$ cat config.mk
export PLATFORM = sky130hd
export DESIGN_NAME = icache_refill_ctrl
export DESIGN_NICKNAME = d
export VERILOG_FILES = /design/src/rtl/icache_refill_ctrl.sv
export SDC_FILE = /design/constraint.sdc
export NUM_CORES = 1
export LEC_CHECK = 0
export BUFFER_PORTS_ARGS = -buffer_cell sky130_fd_sc_hd__buf_2
export CAP_MARGIN = 25
export CORE_ASPECT_RATIO = 1.4
export CORE_UTILIZATION = 35
export DETAILED_ROUTE_END_ITERATION = 12
export MAX_ROUTING_LAYER = met4
export PLACE_DENSITY = 0.7
export SYNTH_ARGS = -nofsm -noshare
export SYNTH_HDL_FRONTEND = slang
export SYNTH_SLANG_ARGS = --single-unit
$ cat constraint.sdc
create_clock -name clk -period 5.6 [get_ports clk]
set_clock_uncertainty 0.2 [all_clocks]
set_input_delay 1.12 -clock clk [delete_from_list [all_inputs] [get_ports clk]]
set_output_delay 1.12 -clock clk [all_outputs]
set_load 0.02 [all_outputs]
$ cat src/rtl/icache_refill_ctrl.sv
// icache_refill_ctrl: fetches one 16-byte line (four 32-bit beats) on an I-cache miss and writes it back.
// Optional build macro ICACHE_REFILL_PERF_EN adds a saturating miss_count output.
module icache_refill_ctrl #(
    parameter int TIMEOUT = 255
) (
    input  logic         clk,
    input  logic         rstn,
    input  logic         ifetch_req,
    input  logic [31:0]  ifetch_addr,
    input  logic         cache_hit,
    output logic         stall,
    output logic         mem_req,
    output logic [31:0]  mem_addr,
    input  logic         mem_gnt,
    input  logic         mem_rvalid,
    input  logic [31:0]  mem_rdata,
    output logic         fill_we,
    output logic [31:0]  fill_addr,
    output logic [127:0] fill_line,
    output logic         err
`ifdef ICACHE_REFILL_PERF_EN
   ,output logic [31:0]  miss_count
`endif
);
    localparam int WW = TIMEOUT > 0 ? $clog2(TIMEOUT + 1) : 1;
    localparam logic [WW-1:0] WLAST = WW'(TIMEOUT > 0 ? TIMEOUT - 1 : 0);

    typedef enum logic [1:0] {IDLE, REQ, BEAT, FILL} state_t;

    state_t        state;
    logic [1:0]    beat;
    logic [WW-1:0] wait_cnt;
    logic          miss;
    logic          expired;

    assign miss    = ifetch_req & ~cache_hit;
    // a zero TIMEOUT parameter removes the abort path entirely
    assign expired = (TIMEOUT > 0) && (wait_cnt == WLAST);
    assign stall   = (state == IDLE) ? miss : 1'b1;

    // refill sequencer; mem_addr doubles as the latched line base for the whole refill
    always_ff @(posedge clk or negedge rstn) begin
        if (!rstn) begin
            state     <= IDLE;
            beat      <= '0;
            wait_cnt  <= '0;
            mem_req   <= 1'b0;
            mem_addr  <= '0;
            fill_we   <= 1'b0;
            fill_addr <= '0;
            fill_line <= '0;
            err       <= 1'b0;
        end else begin
            fill_we <= 1'b0;
            err     <= 1'b0;
            case (state)
                IDLE: if (miss) begin
                    state    <= REQ;
                    mem_req  <= 1'b1;
                    mem_addr <= ifetch_addr & 32'hFFFF_FFF0;
                    wait_cnt <= '0;
                end
                REQ: if (mem_gnt) begin
                    state    <= BEAT;
                    mem_req  <= 1'b0;
                    beat     <= '0;
                    wait_cnt <= '0;
                end else if (expired) begin
                    state     <= IDLE;
                    mem_req   <= 1'b0;
                    err       <= 1'b1;
                    fill_line <= '0;
                    wait_cnt  <= '0;
                end else begin
                    wait_cnt <= wait_cnt + 1'b1;
                end
                BEAT: if (mem_rvalid) begin
                    fill_line[{beat, 5'b0} +: 32] <= mem_rdata;
                    beat     <= beat + 2'd1;
                    wait_cnt <= '0;
                    if (beat == 2'd3) begin
                        state     <= FILL;
                        fill_we   <= 1'b1;
                        fill_addr <= mem_addr;
                    end
                end else if (expired) begin
                    state     <= IDLE;
                    err       <= 1'b1;
                    fill_line <= '0;
                    beat      <= '0;
                    wait_cnt  <= '0;
                end else begin
                    wait_cnt <= wait_cnt + 1'b1;
                end
                FILL: state <= IDLE;
                default: state <= IDLE;
            endcase
        end
    end

`ifdef ICACHE_REFILL_PERF_EN
    // saturating count of misses that start a refill
    always_ff @(posedge clk or negedge rstn) begin
        if (!rstn) miss_count <= '0;
        else if (state == IDLE && miss && miss_count != '1) miss_count <= miss_count + 32'd1;
    end
`endif
endmodule

Word level (Yosys, flattened, before mapping):

Cells that the tools add are included.

* add/sub/neg operators: 3
* multipliers: 0
* divide/modulo/power cells: 0
* order comparisons: 0
* equal/unequal tests: 11
* shifts and indexed selects: 2
* mux-type cells: 32
* bitwise logic cells: 2
* reduce and logical (&&, ||, !) cells: 11

Operator list (number)
* 2-to-1 mux 128 bit: 3
* one-hot mux 128 bit (2 select lines): 1
* bitwise mux 128 bit: 1
* variable shift 32 x 9 -> 128 bit (first input constant): 1
* indexed part select 32 x 9 -> 128 bit: 1
* 2-to-1 mux 8 bit: 4
* one-hot mux 8 bit (3 select lines): 1
* 2-to-1 mux 2 bit: 8
* 2-to-1 mux 1 bit: 10
* inequality test 3 bit (second input constant): 3
* negation 7 -> 9 bit: 1
* AND reduction 3 bit: 3
* adder 8 x 1 -> 8 bit (second input constant): 1
* equality test 8 bit (second input constant): 1
* one-hot mux 2 bit (4 select lines): 1
* AND reduction 2 bit: 4
* equality test 2 bit (second input constant): 3
* inequality test 2 bit (second input constant): 3
* one-hot mux 1 bit (2 select lines): 2
* one-hot mux 2 bit (2 select lines): 1
* nonzero test 2 bit: 2
* nonzero test 3 bit: 1
* adder 2 x 1 -> 2 bit (second input constant): 1
* equality test 2 x 1 -> 1 bit (second input constant): 1
* 3 further kinds: 3

* flip-flop bits (word level): 199
* latch bits: 0
* bits in writable memories: 0
* memory bits (read-only): 0
* input port bits: 70
* output and inout bits: 196
* word-level logic and storage cells: 70
* memories: 0

Depth between registers and ports, before layout:

Gate-level depths: netlist of the first run.

* word-level depth: 5
* depth in mapped cells: 10
* depth with buffers taken out: 8

Least setup slack after synthesis of the first run:

No wires, ideal clock.

* path kind: input-to-output
* start point: in cache_hit
* end point: out stall
* arrival: 1.639 ns
* data required time: 4.280 ns
* path slack: 2.641 ns
* cell stages on the path: 3
* path buffers: 1
* cell sequence: nand2b_1 -> clkbuf_1 -> nand2_1

* longest elaborated chain between the ends: 3

Ends and longest elaborated chain
* from (decl): line 10 `input logic cache_hit,`
* inverter 1 bit: line 36 `assign miss = ifetch_req & ~cache_hit;`
* bitwise AND 1 bit: line 36
* 2-to-1 mux 1 bit: line 39 `assign stall = (state == IDLE) ? miss : 1'b1;`
* to (decl): line 11 `output logic stall,`

Every way passes these cells.

Final worst setup path of the first run:

Same ends and word-level chain as after synthesis.

==> results of run 1 <==
[area by class of cell]
cell class,count,area [µm²]
Antenna cell,1,2.50
Clock buffer,18,439
Clock inverter,14,195
Fill cell,2048,11900
Inverter,7,26.3
Multi-Input combinational cell,286,2570
Sequential cell,199,4980
Tap cell,297,372
Timing Repair Buffer,264,1410
[worst reg2reg max path, cell delays in order (launching register included)]
cell     delay, ps
dfrtp_1        580
inv_1          200
ha_1           480
nor2b_1        190
and3_1         730
buf_4          390
a22o_1         200
[synth_stat cells, types with 2 or more instances]
library cell and n:
buf_2 11, nor2_1 11, inv_1 6, o21ai_0 3, o21bai_1 2, a21oi_1 6
nand2b_1 2, nand2_1 10, buf_4 13, nor2b_1 3, nand3_1 2, nor4b_1 2
nand4b_1 2, a21o_1 2, a32oi_4 2, a22o_1 128, a211oi_1 3, mux2_2 56
xnor2_1 5, buf_6 16, ha_1 12, and2_1 2, nor4_4 2, clkbuf_1 2
dfrtp_1 199
[power by group]
part	internal (mW)	switching, mW
clock network	0.766	0.560
registers	1.65	0.145
logic	0.412	0.646
total	2.83	1.35
[metrics by stage]
stage | hold WS, ps | util | instances
after global placement | 277 | 0.424 | 1051
after detailed placement | 276 | 0.426 | 1053
after global routing | 305 | 0.456 | 1086
after floorplan | 311 | - | 534
after CTS | 299 | 0.455 | 1085
final | 296 | 0.456 | 1086
[sequential cells by signal (all words and copies together), names as in the netlist]
register and count:
wait_cnt 8, fill_we 1, mem_addr 28, fill_line 128, beat 2, fill_addr 28
state 2, mem_req 1, err 1
[kinds of logic (layout without fill, tap and decap cells)]
logic type	count (synthesis)	in the layout	synth area share
adder cells (fa/ha/maj)	12	12	0.0190
flip-flops	199	199	0.632
buffers and inverters	49	303	0.0465
AO/OA/AOI/OAI	156	156	0.176
multiplexers	57	57	0.0813
XOR/XNOR	5	5	0.00555
AND/OR/NAND/NOR	48	48	0.0398
other	1	9	0.000476
[final timing paths]
| check | slack [ps] | endpoint |
|---|---|---|
| max | 2430 | stall |
| min | 300 | fill_line[53] |
| max reg2reg | 2570 | fill_line[55] |
| min reg2reg | 300 | fill_line[53] |
| max in group asynchronous | 3670 | fill_line[103] |
| min in group asynchronous | 530 | fill_line[121] |
[layer usage]
metal  up-vias  GRT usage  share of wire
li1       2451          -              -
met1      2904      0.216           0.42
met2       230      0.296           0.51
met3        28     0.0399          0.056
met4         0     0.0621          0.021
met5         -          -              0
==> reports/summary.txt, run 1 <==
Number of gates resized after cts -> 0
Largest net degree at the start of global routing -> 105
Post-route cell area -> 9990 µm²
Vias in the first global route -> 5583
Dpl hpwl -> 13.2 mm
Initial antenna violation count -> 1
Number of port buffers -> 253
Final weighted congestion in routability-driven placement -> 0.762
Top FF cell, synth -> dfrtp_1
Static leakage -> 5.38 nW
Post-DP Area -> 9360 µm²
Crit Path Class -> in -> out
EDFF count, synth -> 0
Post-DR vias/cell -> 5.17
First-pass GRT wire length -> 31.0 mm
Post-Place Setup Slack -> 2310 ps
CP max FO -> 9
Final setup viols -> 0
Most common cell after layout, fill and taps aside -> buf_2
Syn-to-layout area delta -> 26.8%
Post-CTS Setup Repair Bufs -> 0
Part of the cycle the worst path needs -> 0.567
Synth area leaders -> dfrtp_1 63%, a22o_1 14%, mux2_2 8.0%
Peak supply drop -> 0.234 mV
Router iterations before antenna repair -> 4
Ys async rst share -> 1.00
Run status -> complete, no violations
Slew Limit Fails -> 0
Final hold vios -> 0
DR WL/cell -> 18.0 µm
CTS tree -> yes
Final ANT Viol Nets -> 0
Hold WC Path Type -> reg -> reg
Core ar. -> 21900 µm²
Routed WL -> 19.6 mm
Crit path cell chain -> buf_2 -> nand2b_1 -> nand2_1 -> buf_2
Post-synth top area cell -> dfrtp_1
Element type at the critical path end -> primary output
Delay-heaviest family, CP -> simple AND/OR/NAND/NOR gates
Row count -> 64
Clock-pin slew on the worst setup and hold paths -> 70 ps
Netlist area before placement -> 7880 µm²
Gr usage total -> 0.180
CTS Hold Bufs -> 0
Slew margin rel. -> 0.436
PwrDens -> 418 nW/µm²
Grt ovf -> 0
Sequential area share after synthesis -> 0.632
Total number of vias -> 5613
Drt drc -> 0
Die ar. -> 23100 µm²
Setup crit start -> cache_hit
Layout cells sized above 1 -> 0.464
Critical Path Start Type -> primary input
Initial core utilization -> 0.359
Fin Setup TNS -> 0 ps
Post-synthesis instance total -> 527
Critical path arrival -> 1850 ps
Hold Crit Depth -> 1
Tightest Pin Transition -> 845 ps
CP max-delay cell -> nand2b_1
Final worst slack -> 2430 ps
Die span in y -> 180 µm
Final min period -> 3170 ps
CP dominant cell by count -> buf_2
Initial DRC count -> 206
Slowest Stage Delay on Critical Path -> 280 ps
Nets -> 857
Critical Path RT -> 4280 ps
Reg2reg start -> beat[0]
I/O pins -> 266
Critical path buffer and inverter count -> 2
Syn Area/Cell -> 15.0 µm²
Clock Root Buffer -> clkbuf_16
Final Power -> 4.18 mW
Max Cap Violations -> 0
Max clock buf depth -> 2
Number of clock sinks -> 199
Worst hold start -> fill_line[53]
Synth Register Bits -> 199
Post-synth top area share -> 0.632
R2R cell count -> 6
Peak Freq -> 315 MHz
Die Wd -> 129 µm
Commonest non-fill, non-tap cells in the layout -> 252 x buf_2, 199 x dfrtp_1, 128 x a22o_1, 56 x mux2_2, 17 x clkbuf_16
Clock latency on the worst-skew pair -> 440 ps
H-Tree Depth -> 4
Worst path depth -> 4
RSZ-0062 raised after global routing -> no
Yosys warnings -> 0
Post-synthesis cell type count -> 50
Total clock buffers created by CTS -> 17
Power figures use the tool's default switching activity.
==> run 2, diff against run 1 <==
--- a/config.mk
+++ b/config.mk
@@ -11,7 +11,7 @@
 export CORE_UTILIZATION = 35
 export DETAILED_ROUTE_END_ITERATION = 12
 export MAX_ROUTING_LAYER = met4
-export PLACE_DENSITY = 0.7
+export PLACE_DENSITY = 0.72
 export SYNTH_ARGS = -nofsm -noshare
 export SYNTH_HDL_FRONTEND = slang
 export SYNTH_SLANG_ARGS = --single-unit
==> constraint.sdc (replaced) <==
create_clock -name clk -period 2.75 [get_ports clk]
set_clock_uncertainty 0.2 [all_clocks]
set_input_delay 0.55 -clock clk [delete_from_list [all_inputs] [get_ports clk]]
set_output_delay 0.55 -clock clk [all_outputs]
set_load 0.02 [all_outputs]
==> run 2 against run 1 <==
Net effect: critical path depth is 3 higher; total power is 100% higher; utilization is 0.17 points higher; global-route usage is 0.15 points higher; sequential share of layout area is 0.18 points lower; cell count is 0.92% higher; clock power is 86% higher; die area stayed put; setup slack worse by 2300 ps; worst hold slack worse by 150 ps; critical path type is now reg -> reg; critical endpoint is now fill_line[108].
==> reports/summary.txt, run 2 (synthesis gave the netlist of run 1 again) <==
Run status -> complete, no violations
Initial DRC count -> 335 (+63%)
Vias in the first global route -> 5588 (+0.090%)
Max reg flops -> 128 (unchanged)
Largest net degree at the start of global routing -> 57 (-46%)
Syn-to-layout area delta -> 27.2%
Max clock buf depth -> 2 (unchanged)
Nets -> 868 (+1.3%)
Gr usage total -> 0.182 (+0.00152)
Dpl hpwl -> 13.7 mm (+4.3%)
Die ar. -> 23100 µm² (unchanged)
Final ANT Viol Nets -> 0 (unchanged)
Total number of vias -> 5638 (+0.45%)
Max Cap Violations -> 0 (unchanged)
Clock latency on the worst-skew pair -> 420 ps (-20 ps)
Final hold vios -> 0 (unchanged)
Final worst slack -> 154 ps (-2270 ps)
Static leakage -> 5.38 nW (about the same)
Final weighted congestion in routability-driven placement -> 0.804 (+5.5%)
Post-Place Setup Slack -> 86.6 ps (-2220 ps)
Final min period -> 2600 ps
Post-route cell area -> 10000 µm² (+0.36%)
PwrDens -> 834 nW/µm² (+99%)
Grt ovf -> 0 (unchanged)
CTS tree -> yes
Drt drc -> 0 (unchanged)
Die span in y -> 180 µm (unchanged)
CP max FO -> 18 (+9)
Final setup viols -> 0 (unchanged)
Post-DR vias/cell -> 5.14 (-0.47%)
Final-layout fill cell count -> 2021 (-1.3%)
Fin util -> 0.457 (+0.00165)
Fin Setup TNS -> 0 ps (unchanged)
Number of clock sinks -> 199 (unchanged)
Routed WL -> 20.4 mm (+4.1%)
DR WL/cell -> 18.6 µm (+3.1%)
R2r setup slk -> 150 ps (-2420 ps)
Register area -> 4980 µm² (unchanged)
RSZ-0062 raised after global routing -> yes
Initial antenna violation count -> 1 (unchanged)
Clock Root Buffer -> clkbuf_16
Critical Path RT -> 2860 ps (-1420 ps)
Slew Limit Fails -> 0 (unchanged)
H-Tree Depth -> 4 (unchanged)
Post-DP Area -> 9390 µm² (+0.35%)
Commonest non-fill, non-tap cells in the layout -> 252 x buf_2, 199 x dfrtp_1, 128 x a22o_1, 56 x mux2_2
Crit Path Class -> reg -> reg
Row count -> 64 (unchanged)
Initial core utilization -> 0.359 (unchanged)
Tightest Pin Transition -> 1050 ps (+209 ps)
Hold WC Path Type -> in -> reg
Die Wd -> 129 µm (unchanged)
Largest Register -> fill_line
Total clock buffers created by CTS -> 17 (unchanged)
Biggest registers after layout -> fill_line (128), fill_addr (28), mem_addr (28)
Number of port buffers -> 253 (unchanged)
Core ar. -> 21900 µm² (unchanged)
Peak Freq -> 385 MHz
Slew margin rel. -> 0.296 (-0.141)
Element type at the critical path end -> flip-flop
First-pass GRT wire length -> 31.2 mm (+0.78%)
Clock-pin slew on the worst setup and hold paths -> 70 ps (about the same)
Part of the cycle the worst path needs -> 0.944
Critical Path Start Type -> flip-flop
Router iterations before antenna repair -> 4 (unchanged)
Critical path arrival -> 2710 ps (+860 ps)
Multi-input logic area -> 2600 µm² (+1.2%)
Peak supply drop -> 0.495 mV (+110%)
I/O pins -> 266 (unchanged)
Layout cells sized above 1 -> 0.469 (+0.00420)
Most common cell after layout, fill and taps aside -> buf_2
## run 2: critical path, cell delays in order, from the launching register on
cell,delay [ps]
dfrtp_1,400
inv_1,150
ha_2,320
nor2_1,120
a211oi_4,550
a21boi_4,290
buf_16,250
a22o_1,190
## run 2: timing repair
| item | CTS | global route |
|---|---|---|
| hold buffers | 1 | 0 |
| resized for setup | 0 | 2 |
| hold endpoints to repair | 43 | 0 |
| buffers inserted | 0 | 0 |
| endpoints found under the setup margin | 0 | 33 |
## run 2: area by class of cell
cell class / count / area share
flip-flops and latches: 199 / 0.496
multi-input cells: 287 / 0.259
diodes: 1 / 0.000249
repair buffers: 274 / 0.148
well taps: 297 / 0.0370
clock inverters: 11 / 0.0123
clock buffers: 20 / 0.0445
inverters: 7 / 0.00262
## run 2: report_power, final
| part | total [mW] | switching [mW] | internal [mW] |
|---|---|---|---|
| Clock | 2.47 | 1.10 | 1.36 |
| Combinational | 2.24 | 1.37 | 0.867 |
| Sequential | 3.66 | 0.290 | 3.37 |
## run 2: through the flow
stage | power, mW | cells | hold WS (ps)
after detailed placement | 5.92 | 1061 | 276
after floorplan | 5.11 | 534 | 54.4
after global routing | 8.76 | 1096 | 117
after CTS | 8.42 | 1093 | 119
after global placement | 5.86 | 1061 | 277
final | 8.36 | 1096 | 145
## run 2: routing by layer
metal	share of wire	vias up	global-route usage
met5	0	-	-
met1	0.40	2898	0.211
met2	0.52	231	0.302
met3	0.056	35	0.0396
met4	0.028	0	0.0744
li1	-	2474	-
## run 2: final timing paths
path,startpoint,end,cells after the start
worst max-delay path,state[1],fill_line[108],7
worst min-delay path,ifetch_addr[29],mem_addr[29],2
worst max register to register,state[1],fill_line[108],7
worst min register to register,fill_line[57],fill_line[57],1
max in group asynchronous,rstn,mem_addr[4],3
min in group asynchronous,rstn,fill_line[90],2
